## src/rtl/matrix_stream_packetiser_pkg.sv

```systemverilog
// Flit layout shared by the packetiser, the Hoplite router and the depacketiser.
// Fields are MSB first: {last, dest_x, dest_y, row, col, data}.
package matrix_stream_packetiser_pkg;

    localparam int FLIT_COORD_BITS = 4;
    localparam int FLIT_IDX_BITS   = 4;
    localparam int FLIT_DATA_BITS  = 32;
    localparam int FLIT_WIDTH      = 1 + 2*FLIT_COORD_BITS + 2*FLIT_IDX_BITS + FLIT_DATA_BITS;

    localparam int DATA_LSB   = 0;
    localparam int COL_LSB    = DATA_LSB + FLIT_DATA_BITS;
    localparam int ROW_LSB    = COL_LSB + FLIT_IDX_BITS;
    localparam int DEST_Y_LSB = ROW_LSB + FLIT_IDX_BITS;
    localparam int DEST_X_LSB = DEST_Y_LSB + FLIT_COORD_BITS;
    localparam int LAST_BIT   = DEST_X_LSB + FLIT_COORD_BITS;

    // Payload carried by the end-of-matrix marker flit.
    localparam logic [FLIT_DATA_BITS-1:0] END_MARKER_DATA = '0;

endpackage

```

## src/rtl/matrix_stream_packetiser_fifo.sv

```systemverilog
// flit_fifo: synchronous first-word-fall-through FIFO with occupancy count.
// A pop makes room for a push in the same cycle, even when full.
module flit_fifo #(
    parameter int WIDTH = 49,
    parameter int DEPTH = 16
) (
    input  logic                     clk,
    input  logic                     resetn,
    input  logic                     push,
    input  logic [WIDTH-1:0]         wdata,
    input  logic                     pop,
    output logic [WIDTH-1:0]         rdata,
    output logic [$clog2(DEPTH):0]   count,
    output logic                     almost_full,
    output logic                     full,
    output logic                     empty
);

    localparam int AW = $clog2(DEPTH);
    localparam int CW = AW + 1;

    logic [WIDTH-1:0] mem [DEPTH];
    logic [AW-1:0]    wr_ptr;
    logic [AW-1:0]    rd_ptr;
    logic [CW-1:0]    count_q;
    logic [CW-1:0]    count_next;
    logic             almost_full_q;
    logic             push_ok;
    logic             pop_ok;

    assign empty   = (count_q == '0);
    assign full    = (count_q == CW'(DEPTH));
    assign pop_ok  = pop && !empty;
    assign push_ok = push && (!full || pop_ok);

    always_comb begin
        count_next = count_q;
        if (push_ok && !pop_ok) begin
            count_next = count_q + CW'(1);
        end else if (!push_ok && pop_ok) begin
            count_next = count_q - CW'(1);
        end
    end

    always_ff @(posedge clk or negedge resetn) begin
        if (!resetn) begin
            wr_ptr        <= '0;
            rd_ptr        <= '0;
            count_q       <= '0;
            almost_full_q <= 1'b0;
        end else begin
            if (push_ok) begin
                wr_ptr <= wr_ptr + AW'(1);
            end
            if (pop_ok) begin
                rd_ptr <= rd_ptr + AW'(1);
            end
            count_q       <= count_next;
            almost_full_q <= (count_next >= CW'(DEPTH - 2));
        end
    end

    // Storage needs no reset: an entry is only visible once it has been written.
    always_ff @(posedge clk) begin
        if (push_ok) begin
            mem[wr_ptr] <= wdata;
        end
    end

    assign rdata       = empty ? '0 : mem[rd_ptr];
    assign count       = count_q;
    assign almost_full = almost_full_q;

endmodule

```

## src/rtl/matrix_stream_packetiser.sv

```systemverilog
// Tags the core's matrix write strobes with destination and (row, col) and
// queues them as flits for the Hoplite router injection port.
module matrix_stream_packetiser
    import matrix_stream_packetiser_pkg::*;
#(
    parameter int COORD_BITS = FLIT_COORD_BITS,
    parameter int MATRIX_DIM = 8,
    parameter int IDX_BITS   = FLIT_IDX_BITS,
    parameter int FIFO_DEPTH = 16,
    parameter int FLIT_BITS  = 1 + 2*COORD_BITS + 2*IDX_BITS + FLIT_DATA_BITS
) (
    input  logic                          clk,
    input  logic                          resetn,
    input  logic [FLIT_DATA_BITS-1:0]     in_matrix,
    input  logic                          in_matrix_en,
    input  logic                          in_matrix_end_row,
    input  logic                          in_matrix_end,
    input  logic [2*COORD_BITS-1:0]       in_position,
    input  logic                          in_position_en,
    output logic [FLIT_BITS-1:0]          flit_out,
    output logic                          flit_out_valid,
    input  logic                          flit_out_ready,
    output logic [$clog2(FIFO_DEPTH):0]   fifo_count,
    output logic                          almost_full,
    output logic                          overflow
);

    localparam logic [IDX_BITS-1:0] LAST_IDX = IDX_BITS'(MATRIX_DIM - 1);

    logic [2*COORD_BITS-1:0] dest_q;
    logic [2*COORD_BITS-1:0] dest_eff;
    logic [IDX_BITS-1:0]     row_q;
    logic [IDX_BITS-1:0]     col_q;
    logic [FLIT_BITS-1:0]    push_flit;
    logic                    push;
    logic                    pop;
    logic                    fifo_full;
    logic                    fifo_empty;
    logic                    overflow_q;

    // Handshake: a flit transfers on a rising edge where flit_out_valid and
    // flit_out_ready are both high; while valid is high and ready is low the
    // flit and valid hold. Valid never depends on ready.
    assign flit_out_valid = !fifo_empty;
    assign pop            = flit_out_valid && flit_out_ready;

    // A position strobed alongside an element applies to that element.
    assign dest_eff = in_position_en ? in_position : dest_q;
    assign push     = in_matrix_en || in_matrix_end;

    assign push_flit = {in_matrix_end, dest_eff, row_q, col_q,
                        in_matrix_en ? in_matrix : END_MARKER_DATA};

    always_ff @(posedge clk or negedge resetn) begin
        if (!resetn) begin
            dest_q <= '0;
        end else if (in_position_en) begin
            dest_q <= in_position;
        end
    end

    // End of matrix outranks end of row; counters advance even if the push drops.
    always_ff @(posedge clk or negedge resetn) begin
        if (!resetn) begin
            row_q <= '0;
            col_q <= '0;
        end else if (in_matrix_end) begin
            row_q <= '0;
            col_q <= '0;
        end else if (in_matrix_end_row) begin
            col_q <= '0;
            row_q <= (row_q == LAST_IDX) ? '0 : row_q + IDX_BITS'(1);
        end else if (in_matrix_en) begin
            col_q <= (col_q == LAST_IDX) ? '0 : col_q + IDX_BITS'(1);
        end
    end

    always_ff @(posedge clk or negedge resetn) begin
        if (!resetn) begin
            overflow_q <= 1'b0;
        end else if (push && fifo_full && !pop) begin
            overflow_q <= 1'b1;
        end
    end

    assign overflow = overflow_q;

    flit_fifo #(
        .WIDTH (FLIT_BITS),
        .DEPTH (FIFO_DEPTH)
    ) u_fifo (
        .clk         (clk),
        .resetn      (resetn),
        .push        (push),
        .wdata       (push_flit),
        .pop         (pop),
        .rdata       (flit_out),
        .count       (fifo_count),
        .almost_full (almost_full),
        .full        (fifo_full),
        .empty       (fifo_empty)
    );

endmodule

```

## config.mk

```make
export PLATFORM = sky130hd
export DESIGN_NAME = matrix_stream_packetiser
export DESIGN_NICKNAME = d
export VERILOG_FILES = /design/src/rtl/matrix_stream_packetiser_pkg.sv /design/src/rtl/matrix_stream_packetiser_fifo.sv /design/src/rtl/matrix_stream_packetiser.sv
export SDC_FILE = /design/constraint.sdc
export NUM_CORES = 1
export LEC_CHECK = 0
export ABC_AREA = 1
export BUFFER_PORTS_ARGS = -buffer_cell sky130_fd_sc_hd__buf_2
export CAP_MARGIN = 10
export CORE_ASPECT_RATIO = 1.5
export CORE_UTILIZATION = 55
export DETAILED_ROUTE_END_ITERATION = 10
export GPL_TIMING_DRIVEN = 0
export PLACE_DENSITY = 0.79
export REMOVE_ABC_BUFFERS = 1
export SLEW_MARGIN = 20
export SYNTH_ARGS = -nofsm -noshare
export SYNTH_HDL_FRONTEND = slang
export SYNTH_SLANG_ARGS = --single-unit
```

## constraint.sdc

```tcl
create_clock -name clk -period 5.2 [get_ports clk]
set_clock_uncertainty 0.2 [all_clocks]
set_input_delay 0.78 -clock clk [delete_from_list [all_inputs] [get_ports clk]]
set_output_delay 0.78 -clock clk [all_outputs]
set_load 0.03 [all_outputs]
```

### Word-level counts from Yosys, hierarchy flattened

Memory sizes are Yosys's and may differ from the RTL's.
Index checks and enable logic that the tools add are counted.

* multiplexer cells: 14
* reductions and logical operators: 17
* add/sub/neg operators: 6
* order comparisons: 1
* equal/unequal tests: 3

Operators with widths (count)
* 49-bit 2-to-1 mux: 1
* 32-bit 2-to-1 mux: 1
* 4-bit 2-to-1 mux: 7
* 4-bit by 1-bit adder with 4-bit output (second input constant): 4
* 5-bit 2-to-1 mux: 2
* 4-bit by 3-bit == test with 1-bit output (second input constant): 2
* 8-bit 2-to-1 mux: 1
* 1-bit logical AND: 7
* 5-bit by 1-bit adder with 5-bit output (second input constant): 1
* 5-bit == test (second input constant): 1
* 5-bit by 4-bit >= comparator with 1-bit output (second input constant): 1
* 1-bit logical NOT: 5
* 5-bit logical NOT: 1
* 5-bit by 1-bit subtractor with 5-bit output (second input constant): 1
* 3-bit nonzero test: 1
* 1-bit logical OR: 2
* 1-bit 2-to-1 mux: 2
* 2-bit nonzero test: 1

* memories: 1
* bits in registers: 31
* input port bits: 47
* memory bits (writable): 784
* output and inout bits: 57

Memories
* u_fifo.mem: words 16, width 49, read ports 1, clocked after Yosys merged registers in 0, write ports 1, line matrix_stream_packetiser_fifo.sv:22 `logic [WIDTH-1:0] mem [DEPTH];`

### Longest topological paths before layout

* word-level depth: 11
* gate-level depth with buffers: 11

### Cells and area by module

A second synthesis with hierarchy kept.

* cell total of the unflattened synthesis: 2548
* area, all modules: 32756.4 µm²

By module, submodules not included
* flit_fifo: instances 1, sequential area each 23892.9 µm², area an instance 31720.4 µm², cells each 2402
* matrix_stream_packetiser: instances 1, sequential area each 425.4 µm², area an instance 1036.0 µm², cells each 146

### Worst setup path before layout

No wires, ideal clock.

* path kind: input-to-reg
* start: input in_matrix_en
* end: memory u_fifo.mem[11][0] (enable)
* arrival: 3.519 ns
* path buffers: 1
* slack: 1.026 ns
* stages on the path: 7
* library setup time: 0.456 ns
* path through: buf_2 nor2_1 inv_1 nand2_1 nor2_1 inv_1 nor2_1

* longest elaborated chain between the ends: 4

Ends and longest elaborated chain
* start, declared: line matrix_stream_packetiser.sv:15 `input logic in_matrix_en,`
* 1-bit logical OR: line matrix_stream_packetiser.sv:49 `assign push = in_matrix_en || in_matrix_end;`
* 1-bit logical AND: line matrix_stream_packetiser_fifo.sv:34 `assign push_ok = push && (!full || pop_ok);`
* 1-bit 2-to-1 mux: line matrix_stream_packetiser_fifo.sv:65 `if (push_ok) begin`
* 1-bit 2-to-1 mux (implied by the code): line matrix_stream_packetiser_fifo.sv:66 `mem[wr_ptr] <= wdata;`
* end, declared: line matrix_stream_packetiser_fifo.sv:22

Every way passes these cells.

### Worst setup path in the final report

* start: register u_fifo.rd_ptr[0]
* end: output flit_out[33]

* longest elaborated chain between the ends: 2

Ends and longest elaborated chain
* start, declared: line matrix_stream_packetiser_fifo.sv:24 `logic [AW-1:0] rd_ptr;`
* start signal, assigned: line matrix_stream_packetiser_fifo.sv:56 `rd_ptr <= rd_ptr + AW'(1);`
* memory 16 x 49 bit
* 49-bit 2-to-1 mux: line matrix_stream_packetiser_fifo.sv:70 `assign rdata = empty ? '0 : mem[rd_ptr];`
* end, declared: line matrix_stream_packetiser.sv:20 `output logic [FLIT_BITS-1:0] flit_out,`

Every way passes these cells.

==> flow_summary_export.csv <==
group,metric,value,unit
floorplan,die_x,201,µm
yosys,synth_enable_flop_cells,784,
cts,htree_levels,3,
detailed_routing,viasPerCell,6.31,
worst_setup_path,path_class,"flop to output pin",
pwr,irDropWorstVdd,0.000562,V
cts,path_clk_slew,0.07,ns
final_layout,final_net_count,2652,
worst_setup_path,arrival,3.93,ns
sta,setup_viol,0,
sta,worst_pin_slew,1.11,ns
yosys,yosysWarningCount,0,
global_route,grt_usage,27.3,%
final_layout,diodes,0,
pwr,p_leak,12.5,nW
detailed_routing,drt_pass1_iterations,8,
worst_setup_path,cpMostUsedCell,"buf_16",
yosys,postSynthAreaPerCell,12.9,µm²
worst_setup_path,crit_chain,"buf_12, buf_16, clkinv_8, buf_16, nor2_1, o211ai_1, nand3_1, a21oi_1, buf_2",
sta,max-slew-margin-rel,25.7,%
sta,period_minus_slack,4.91,ns
yosys,synth.distinct_cells,26,
cts,cts_hold_buffers,0,
global_route,grt_max_degree,179,
worst_setup_path,path_max_fanout,178,
worst_setup_path,cp.required,4.22,ns
yosys,synth_cells,2528,
worst_setup_path,critPathLaunchType,"flop",
sta,drv_slew,0,
floorplan,num_io_pins,104,
sta,fmax,203,MHz
placement,dp.final_hpwl,46.2,mm
placement,port_buffers,103,
cts,cts_made_buffers,69,
hold_path,hp-class,"primary input to async pin",
job,maxCapViolCount,0,
sta,setup_tns,0,ns
cts,ctsLongestPathBuffers,3,
detailed_routing,routed_wl,82.8,mm
yosys,async_flop_share,3.80,%
floorplan,core_area,0.0588,mm²
yosys,ys_seq_area_share,74.4,%
global_route,grt_pass1_wl,124,mm
final_layout,drive_gt1_share,11.5,%
worst_setup_path,cp-end-kind,"output pin",
sta,whs,0.0825,ns
yosys,syn_area,0.0327,mm²
sta,final_hold_viol_count,0,
floorplan,dieArea,0.0604,mm²
pwr,power_density,605,mW/mm²
final_layout,final_util,63.6,%
placement,gp_congestion,0.780,
worst_setup_path,slowest_delay,0.67,ns
sta,period_share,94.5,%
floorplan,dieHeight,300,µm
placement,place_inst,3302,
final_layout,syn2layout_area_growth,14.4,%
outcome,outcome,"finished clean",
sta,rsz0062_at_grt,"no",
yosys,ys.flop_type,"edfxtp_1",
cts,post_cts_resize_count,0,
cts,clkLatencyLatePin,0.60,ns
detailed_routing,ant_nets,0,
detailed_routing,wire_per_inst,24.2,µm
global_route,grt_antenna_before_repair,1,
final_layout,fin_cells,3429,
cts,root_buffer,"clkbuf_16",
global_route,grt_pass1_vias,21600,
cts,cts.sinks,815,
floorplan,num_rows,109,
cts,cts_tree,"done",
cts,cts_setup_buffers,0,
detailed_routing,drt_iter0_drc,3168,
detailed_routing,num_vias,21600,
yosys,ys_ff_latch,815,
global_route,grt_overflow,0,
worst_setup_path,critPathSlowestCell,"dfrtp_4",
detailed_routing,drc,0,
floorplan,start_util,55.6,%
-- per-stage QoR --
step                area, µm²  power, W  setup slack [ns]
finish                  37400    0.0226             0.285
global placement        33300    0.0155            -15.71
CTS                     37400    0.0226             0.306
detailed placement      35200    0.0174             0.905
floorplan               31800    0.0141             -7.72
global route            37400    0.0236             0.115
-- Yosys cell counts (24+ instances only) --
library cell | number | area, µm²
edfxtp_1 | 784 | 23500
nor2_1 | 611 | 2290
o21ai_0 | 272 | 1360
o211ai_1 | 198 | 1490
o21ai_1 | 129 | 646
nand3_1 | 113 | 566
clkbuf_1 | 86 | 323
nand2_1 | 68 | 255
inv_1 | 54 | 203
a21oi_1 | 51 | 255
buf_2 | 36 | 180
dfrtp_1 | 31 | 776
buf_1 | 24 | 90.1
-- layout make-up --
cell class | instances | area (µm²)
fill | 3817 | 21400
sequential | 815 | 24300
clock buffer | 87 | 1870
tap | 777 | 972
inverter | 58 | 245
multi-input combinational | 1482 | 7370
clock inverter | 40 | 354
timing repair buffer | 170 | 2240
-- cells by family (layout without fill, tap and decap cells) --
| logic type | Yosys count | in the layout | synth area share (%) |
|---|---|---|---|
| xor+xnor | 12 | 12 | 0.322 |
| mux | 8 | 8 | 0.276 |
| compound gates | 652 | 652 | 11.5 |
| simple gates | 801 | 801 | 9.73 |
| buf+inv | 231 | 355 | 3.37 |
| flops | 815 | 815 | 74.4 |
| fa+ha+maj | 9 | 9 | 0.345 |
-- critical path, delay by kind of cell, from the launching register on --
| kind | cells | cell delay [ns] |
|---|---|---|
| compound gates | 2 | 0.58 |
| flops | 1 | 0.67 |
| simple gates | 2 | 0.25 |
| buf+inv | 5 | 1.67 |
-- worst paths after layout --
check,startpoint,endpoint,cells after the start,slack (ns)
setup / recovery,u_fifo.rd_ptr[0],flit_out[33],9,0.29
hold / removal,resetn,dest_q[4],1,0.08
setup reg to reg,u_fifo.count[0],u_fifo.mem[12][10],11,1.95
hold reg to reg,overflow,overflow,1,0.29
max in group asynchronous,resetn,u_fifo.rd_ptr[2],1,4.07
min in group clk,in_matrix_end_row,row_q[2],2,0.26
-- sequential cells by signal (all words and copies together), names as in the netlist, 4 cells and up --
register,flops
u_fifo.mem,784
dest_q,8
u_fifo.count,5
col_q,4
row_q,4
u_fifo.rd_ptr,4
u_fifo.wr_ptr,4
-- cell usage in the layout (no fill, tap or decap), types with 27 or more instances in the layout --
master and n:
a21oi_1 51, buf_16 51, buf_2 103, clkbuf_16 71, dfrtp_1 27, edfxtp_1 784, inv_1 52, nand2_1 68
nand3_1 113, nor2_1 595, o211ai_1 198, o21ai_0 272, o21ai_1 129
-- metal layers --
layer  global-route usage, %  routed length (µm)  share of wire, %  up-vias
li1                        -                   -                 -     9393
met1                    34.0               29900                36    10500
met2                    46.0               41200                50     1407
met3                    4.70                7670               9.3      298
met4                    14.5                4090               4.9        2
met5                       0                  11             0.013        -
-- power breakdown --
group          switching [W]  internal (W)
logic                0.00607       0.00265
registers           0.000507       0.00825
clock network        0.00228       0.00286
(Power assumes the default switching activity.)
